<file path="config.mk">
export PLATFORM = sky130hd
export DESIGN_NAME = mem_stage
export DESIGN_NICKNAME = d
export VERILOG_FILES = /design/src/rtl/mem_stage.sv
export SDC_FILE = /design/constraint.sdc
export NUM_CORES = 1
export LEC_CHECK = 0
export ABC_AREA = 0
export CORE_AREA = 2 2 185 187
export CTS_BUF_LIST = sky130_fd_sc_hd__clkbuf_16
export DETAILED_ROUTE_END_ITERATION = 7
export DIE_AREA = 0 0 187 189
export GPL_ROUTABILITY_DRIVEN = 1
export SLEW_MARGIN = 20
export SYNTH_ARGS = -nofsm -noshare
export SYNTH_HDL_FRONTEND = slang
export SYNTH_SLANG_ARGS = --single-unit
</file>
<file path="constraint.sdc">
create_clock -name clk -period 7.7 [get_ports clk]
set_clock_uncertainty 0.2 [all_clocks]
set_input_delay 1.54 -clock clk [delete_from_list [all_inputs] [get_ports clk]]
set_output_delay 1.54 -clock clk [all_outputs]
set_load 0.03 [all_outputs]
</file>
<file path="src/rtl/mem_stage.sv">
// mem_stage: memory-access pipeline stage between EXE and WB.
//
// Holds one instruction. It aligns and extends load data returned by the data
// SRAM, and forwards the write-back bundle to WB and the bypass bundle to ID.
//
// Ports
//   clk              : clock, all state updates on the rising edge
//   reset            : synchronous active-high reset
//   flush            : exception/ertn flush from WB, kills the held instruction
//   exe_to_mem_valid : EXE presents an instruction
//   mem_allowin      : this stage can accept an instruction this cycle
//   exe_to_mem_zip   : 204-bit EXE bundle (see unpack below, MSB first)
//   data_sram_rdata  : load word for the access EXE issued last cycle
//   wb_allowin       : WB can accept an instruction this cycle
//   mem_to_wb_valid  : this stage presents an instruction to WB
//   mem_to_wb_zip    : 199-bit WB bundle
//   mem_rf_zip       : {csr_read, rf_we, rf_waddr, final_result} bypass to ID
//   mem_ex           : held instruction carries an exception or ertn
module mem_stage (
  input  logic         clk,
  input  logic         reset,
  input  logic         flush,
  input  logic         exe_to_mem_valid,
  output logic         mem_allowin,
  input  logic [203:0] exe_to_mem_zip,
  input  logic [31:0]  data_sram_rdata,
  input  logic         wb_allowin,
  output logic         mem_to_wb_valid,
  output logic [198:0] mem_to_wb_zip,
  output logic [38:0]  mem_rf_zip,
  output logic         mem_ex
);

  logic         mem_valid_reg;
  logic         first_cycle_reg;
  logic [31:0]  rdata_buf_reg;
  logic [203:0] zip_reg;

  // Latched instruction fields
  logic        res_from_mem;
  logic        rf_we;
  logic [4:0]  rf_waddr;
  logic [31:0] result;
  logic [3:0]  mem_op;
  logic [31:0] pc;
  logic        csr_read;
  logic        csr_we;
  logic [13:0] csr_num;
  logic [31:0] csr_wmask;
  logic [31:0] csr_wvalue;
  logic [31:0] vaddr;
  logic        ex_valid;
  logic [5:0]  ecode;
  logic [8:0]  esubcode;
  logic        is_ertn;

  assign {res_from_mem, rf_we, rf_waddr, result, mem_op, pc,
          csr_read, csr_we, csr_num, csr_wmask, csr_wvalue, vaddr,
          ex_valid, ecode, esubcode, is_ertn} = zip_reg;

  // mem_op[2] carries no meaning for loads in this stage
  logic unused_mem_op;
  assign unused_mem_op = mem_op[2];

  logic accept;

  // ready_go is always 1, so the stage frees up whenever WB takes its
  // instruction. Allowin is also forced high during reset: the stage is being
  // emptied anyway and anything offered in that cycle is discarded.
  assign mem_allowin     = reset | ~mem_valid_reg | wb_allowin;
  assign mem_to_wb_valid = mem_valid_reg;
  assign accept          = exe_to_mem_valid & mem_allowin;

  always_ff @(posedge clk) begin
    if (reset) begin
      mem_valid_reg   <= 1'b0;
      first_cycle_reg <= 1'b0;
      rdata_buf_reg   <= 32'd0;
    end else begin
      if (flush)
        mem_valid_reg <= 1'b0;
      else if (mem_allowin)
        mem_valid_reg <= exe_to_mem_valid;
      first_cycle_reg <= accept;
      // The SRAM word is only valid in the first cycle; keep a copy so a WB
      // stall does not see the SRAM output drift to a later access.
      if (mem_valid_reg & first_cycle_reg)
        rdata_buf_reg <= data_sram_rdata;
    end
  end

  // Datapath register, no reset needed: it is qualified by mem_valid_reg.
  always_ff @(posedge clk) begin
    if (accept)
      zip_reg <= exe_to_mem_zip;
  end

  // Load alignment and extension
  logic [31:0] load_word;
  logic [7:0]  lane [4];
  logic [7:0]  byte_sel;
  logic [15:0] half_sel;
  logic [31:0] load_ext;
  logic [31:0] final_result;

  assign load_word = first_cycle_reg ? data_sram_rdata : rdata_buf_reg;

  genvar gi;
  generate
    for (gi = 0; gi < 4; gi++) begin : g_lane
      assign lane[gi] = load_word[8*gi +: 8];
    end
  endgenerate

  assign byte_sel = lane[vaddr[1:0]];
  assign half_sel = vaddr[1] ? load_word[31:16] : load_word[15:0];

  // mem_op[3] set means zero-extend, so the fill bit is the sign bit only
  // when mem_op[3] is clear.
  always_comb begin
    load_ext = load_word;
    case (mem_op[1:0])
      2'd0:    load_ext = {{24{~mem_op[3] & byte_sel[7]}}, byte_sel};
      2'd1:    load_ext = {{16{~mem_op[3] & half_sel[15]}}, half_sel};
      default: load_ext = load_word;
    endcase
  end

  assign final_result = res_from_mem ? load_ext : result;

  assign mem_to_wb_zip = {rf_we, rf_waddr, final_result, pc,
                          csr_read, csr_we, csr_num, csr_wmask, csr_wvalue,
                          vaddr, ex_valid, ecode, esubcode, is_ertn};

  assign mem_rf_zip = {mem_valid_reg & csr_read, mem_valid_reg & rf_we,
                       rf_waddr, final_result};

  assign mem_ex = mem_valid_reg & (ex_valid | is_ertn);

endmodule

</file>
==> reports/results.txt <==
outcome: finished clean
commonest non-fill, non-tap cell in the layout: clkdlybuf4s50_1
pre-CTS setup slack: 1.847 ns
Die X: 187 µm
CP Launch Type: primary input
DRT Pass-1 Iters: 5
vias in the first global route: 6715
port bufs: 480
Yosys cell types: 35
syn_area_per_cell: 13.36 µm²
Mapped Nets: 1019
RSZ-0062 raised after global routing: no
maximum buffer depth of the clock tree: 3
critical path arrival: 4.12 ns
largest net degree at the start of global routing: 114
final cell count without fillers: 1530
maximum vdd drop: 0.0001680 V
nets: 1300
post-DR wirelength/cell: 19.69 µm
IO Pins: 482
Final setup viols: 0
final hold vios: 0
Vias: 6649
kind of critical path: in -> out
H-tree levels: 1
HPWL Detailed: 22920 µm
Placed Cells: 1478
final worst slack: 1.841 ns
clock sinks: 237
Post-Route WL: 30130 µm
measured slew at the worst slew-check pin: 1.005 ns
post-CTS resize count: 0
final setup TNS: 0 ns
EDFF count, synth: 203
drt via density: 4.346
minimum clock period: 5.859 ns
placer congestion estimate: 0.8112
Final ANT Viol Nets: 0
Tot GR Track Use: 16.23%
Ys Warns: 0
cts bufs inserted: 27
total gr overflow: 0
most frequent cells in the layout: clkdlybuf4s50_1 (480), edfxtp_1 (203), nand2_1 (92), a21oi_1 (62), dfxtp_1 (33)
Reg area: 6778 µm²
asr flop ratio synth: 0%
Mapped Cells: 778
post-synthesis cell area: 10390 µm²
post-synthesis sequential area ratio: 65.20%
ys flop type: edfxtp_1
final slew viol count: 0
Root Buffer: clkbuf_16
DRC: 0
Max-Cap Viols: 0
Area Overhead vs Synth: 44.19%
Die H: 189 µm
flip-flop count of the largest register after layout: 203
leakage: 5.258 nW
Core ar.: 33280 µm²
post-CTS setup buffer count: 0
initial drt markers: 304
cell row count: 67
CP Capture Type: output port
global-route wire length before repair: 42990 µm
initial core utilization: 31.23%
layout cells sized above 1: 7.037%
Worst Path Required: 5.96 ns
clk_lat worst skew: 0.53 ns
CTS tree: done
# hold bufs at CTS: 0
clock slew seen by the registers of the worst setup and hold paths: 0.06 ns
Fmax: 170.7 MHz
die area: 35340 µm²
period utilization: 76.09%
initial antenna violation count: 5
Pwr per Cell Area: 218.7 nW/µm²
Worst Path Max Fanout: 7
Synth Register Bits: 237
fill cell count: 3069
multi-input logic area: 1927 µm²
Hold Crit Class: reg -> reg
max_slew headroom: 32.99%
-- logic make-up after synthesis --
group / count (synthesis) / synth area share, %
flops: 237 / 65.20
buf+inv: 238 / 16.29
compound gates: 91 / 5.092
simple gates: 152 / 6.188
mux: 60 / 7.235
-- report_power, final --
part | switching [W] | leakage, nW | internal [W]
clock | 0.000506 | 0.430 | 0.000700
sequential | 0.0000275 | 2.26 | 0.00147
combinational | 0.000302 | 2.57 | 0.000270
-- stage by stage --
| step | hold WS, ns | area [µm²] | utilization (%) | power, W |
|---|---|---|---|---|
| after floorplan | 0.2357 | 10390 | - | 0.001871 |
| after global placement | 0.2425 | 14150 | 42.52 | 0.002099 |
| after detailed placement | 0.2505 | 14150 | 42.52 | 0.002105 |
| after CTS | 0.2585 | 14980 | 45.02 | 0.003332 |
| after global routing | 0.2802 | 14980 | 45.02 | 0.003405 |
| final | 0.2597 | 14990 | 45.03 | 0.003277 |
-- path summary, 6_finish.rpt --
| kind | startpoint | endpoint | slack (ns) | cells after the start |
|---|---|---|---|---|
| max reg2reg | mem_to_wb_valid | zip_reg[37] | 5.42 | 3 |
| min reg2reg | rdata_buf_reg[1] | rdata_buf_reg[1] | 0.26 | 2 |
| min | rdata_buf_reg[1] | rdata_buf_reg[1] | 0.26 | 2 |
| max | data_sram_rdata[23] | mem_rf_zip[8] | 1.84 | 6 |
-- final cells by class --
cell class              instances  area share (%)
clock buffers                  27           4.508
inverters                       2         0.05009
well taps                     448           3.740
diodes                          2         0.03339
flip-flops and latches        237           45.22
clock inverters                23           1.044
multi-input cells             303           12.86
repair buffers                488           32.54
-- worst max-delay path, stage by stage --
cell and delay, ns:
clkdlybuf4s50_1 0.48, mux4_2 0.51, or2_4 0.26, a41oi_4 0.43, a21oi_1 0.25, clkdlybuf4s50_1 0.65
-- metal layers --
metal  global-route usage (%)  wire length, µm  vias to the layer above
li1                         -                -                     3136
met1                    17.83            10800                     3133
met2                    29.61            15600                      332
met3                    6.247             3152                       44
met4                    3.632              547                        4
met5                        0               29                        -
-- synth_stat cells, types with 2 or more instances --
library cell | n | share of area [%]
o31ai_1 | 6 | 0.43
nor3_1 | 4 | 0.19
mux4_2 | 6 | 1.3
a21oi_1 | 62 | 3.0
nand2b_1 | 5 | 0.30
clkbuf_1 | 15 | 0.54
buf_6 | 2 | 0.22
edfxtp_1 | 203 | 59
mux4_1 | 3 | 0.76
nand3_1 | 2 | 0.096
mux2i_1 | 29 | 2.8
buf_1 | 2 | 0.072
nor2_1 | 32 | 1.2
a31oi_1 | 3 | 0.18
nor2b_1 | 5 | 0.30
nand2_1 | 92 | 3.3
dfxtp_1 | 34 | 6.5
o22ai_1 | 13 | 0.78
or3_1 | 2 | 0.12
and2_1 | 4 | 0.24
buf_4 | 205 | 15
o211ai_1 | 2 | 0.14
inv_1 | 2 | 0.072
buf_2 | 12 | 0.58
nand3b_1 | 2 | 0.14
mux2_2 | 22 | 2.4
(Power assumes the default switching activity.)
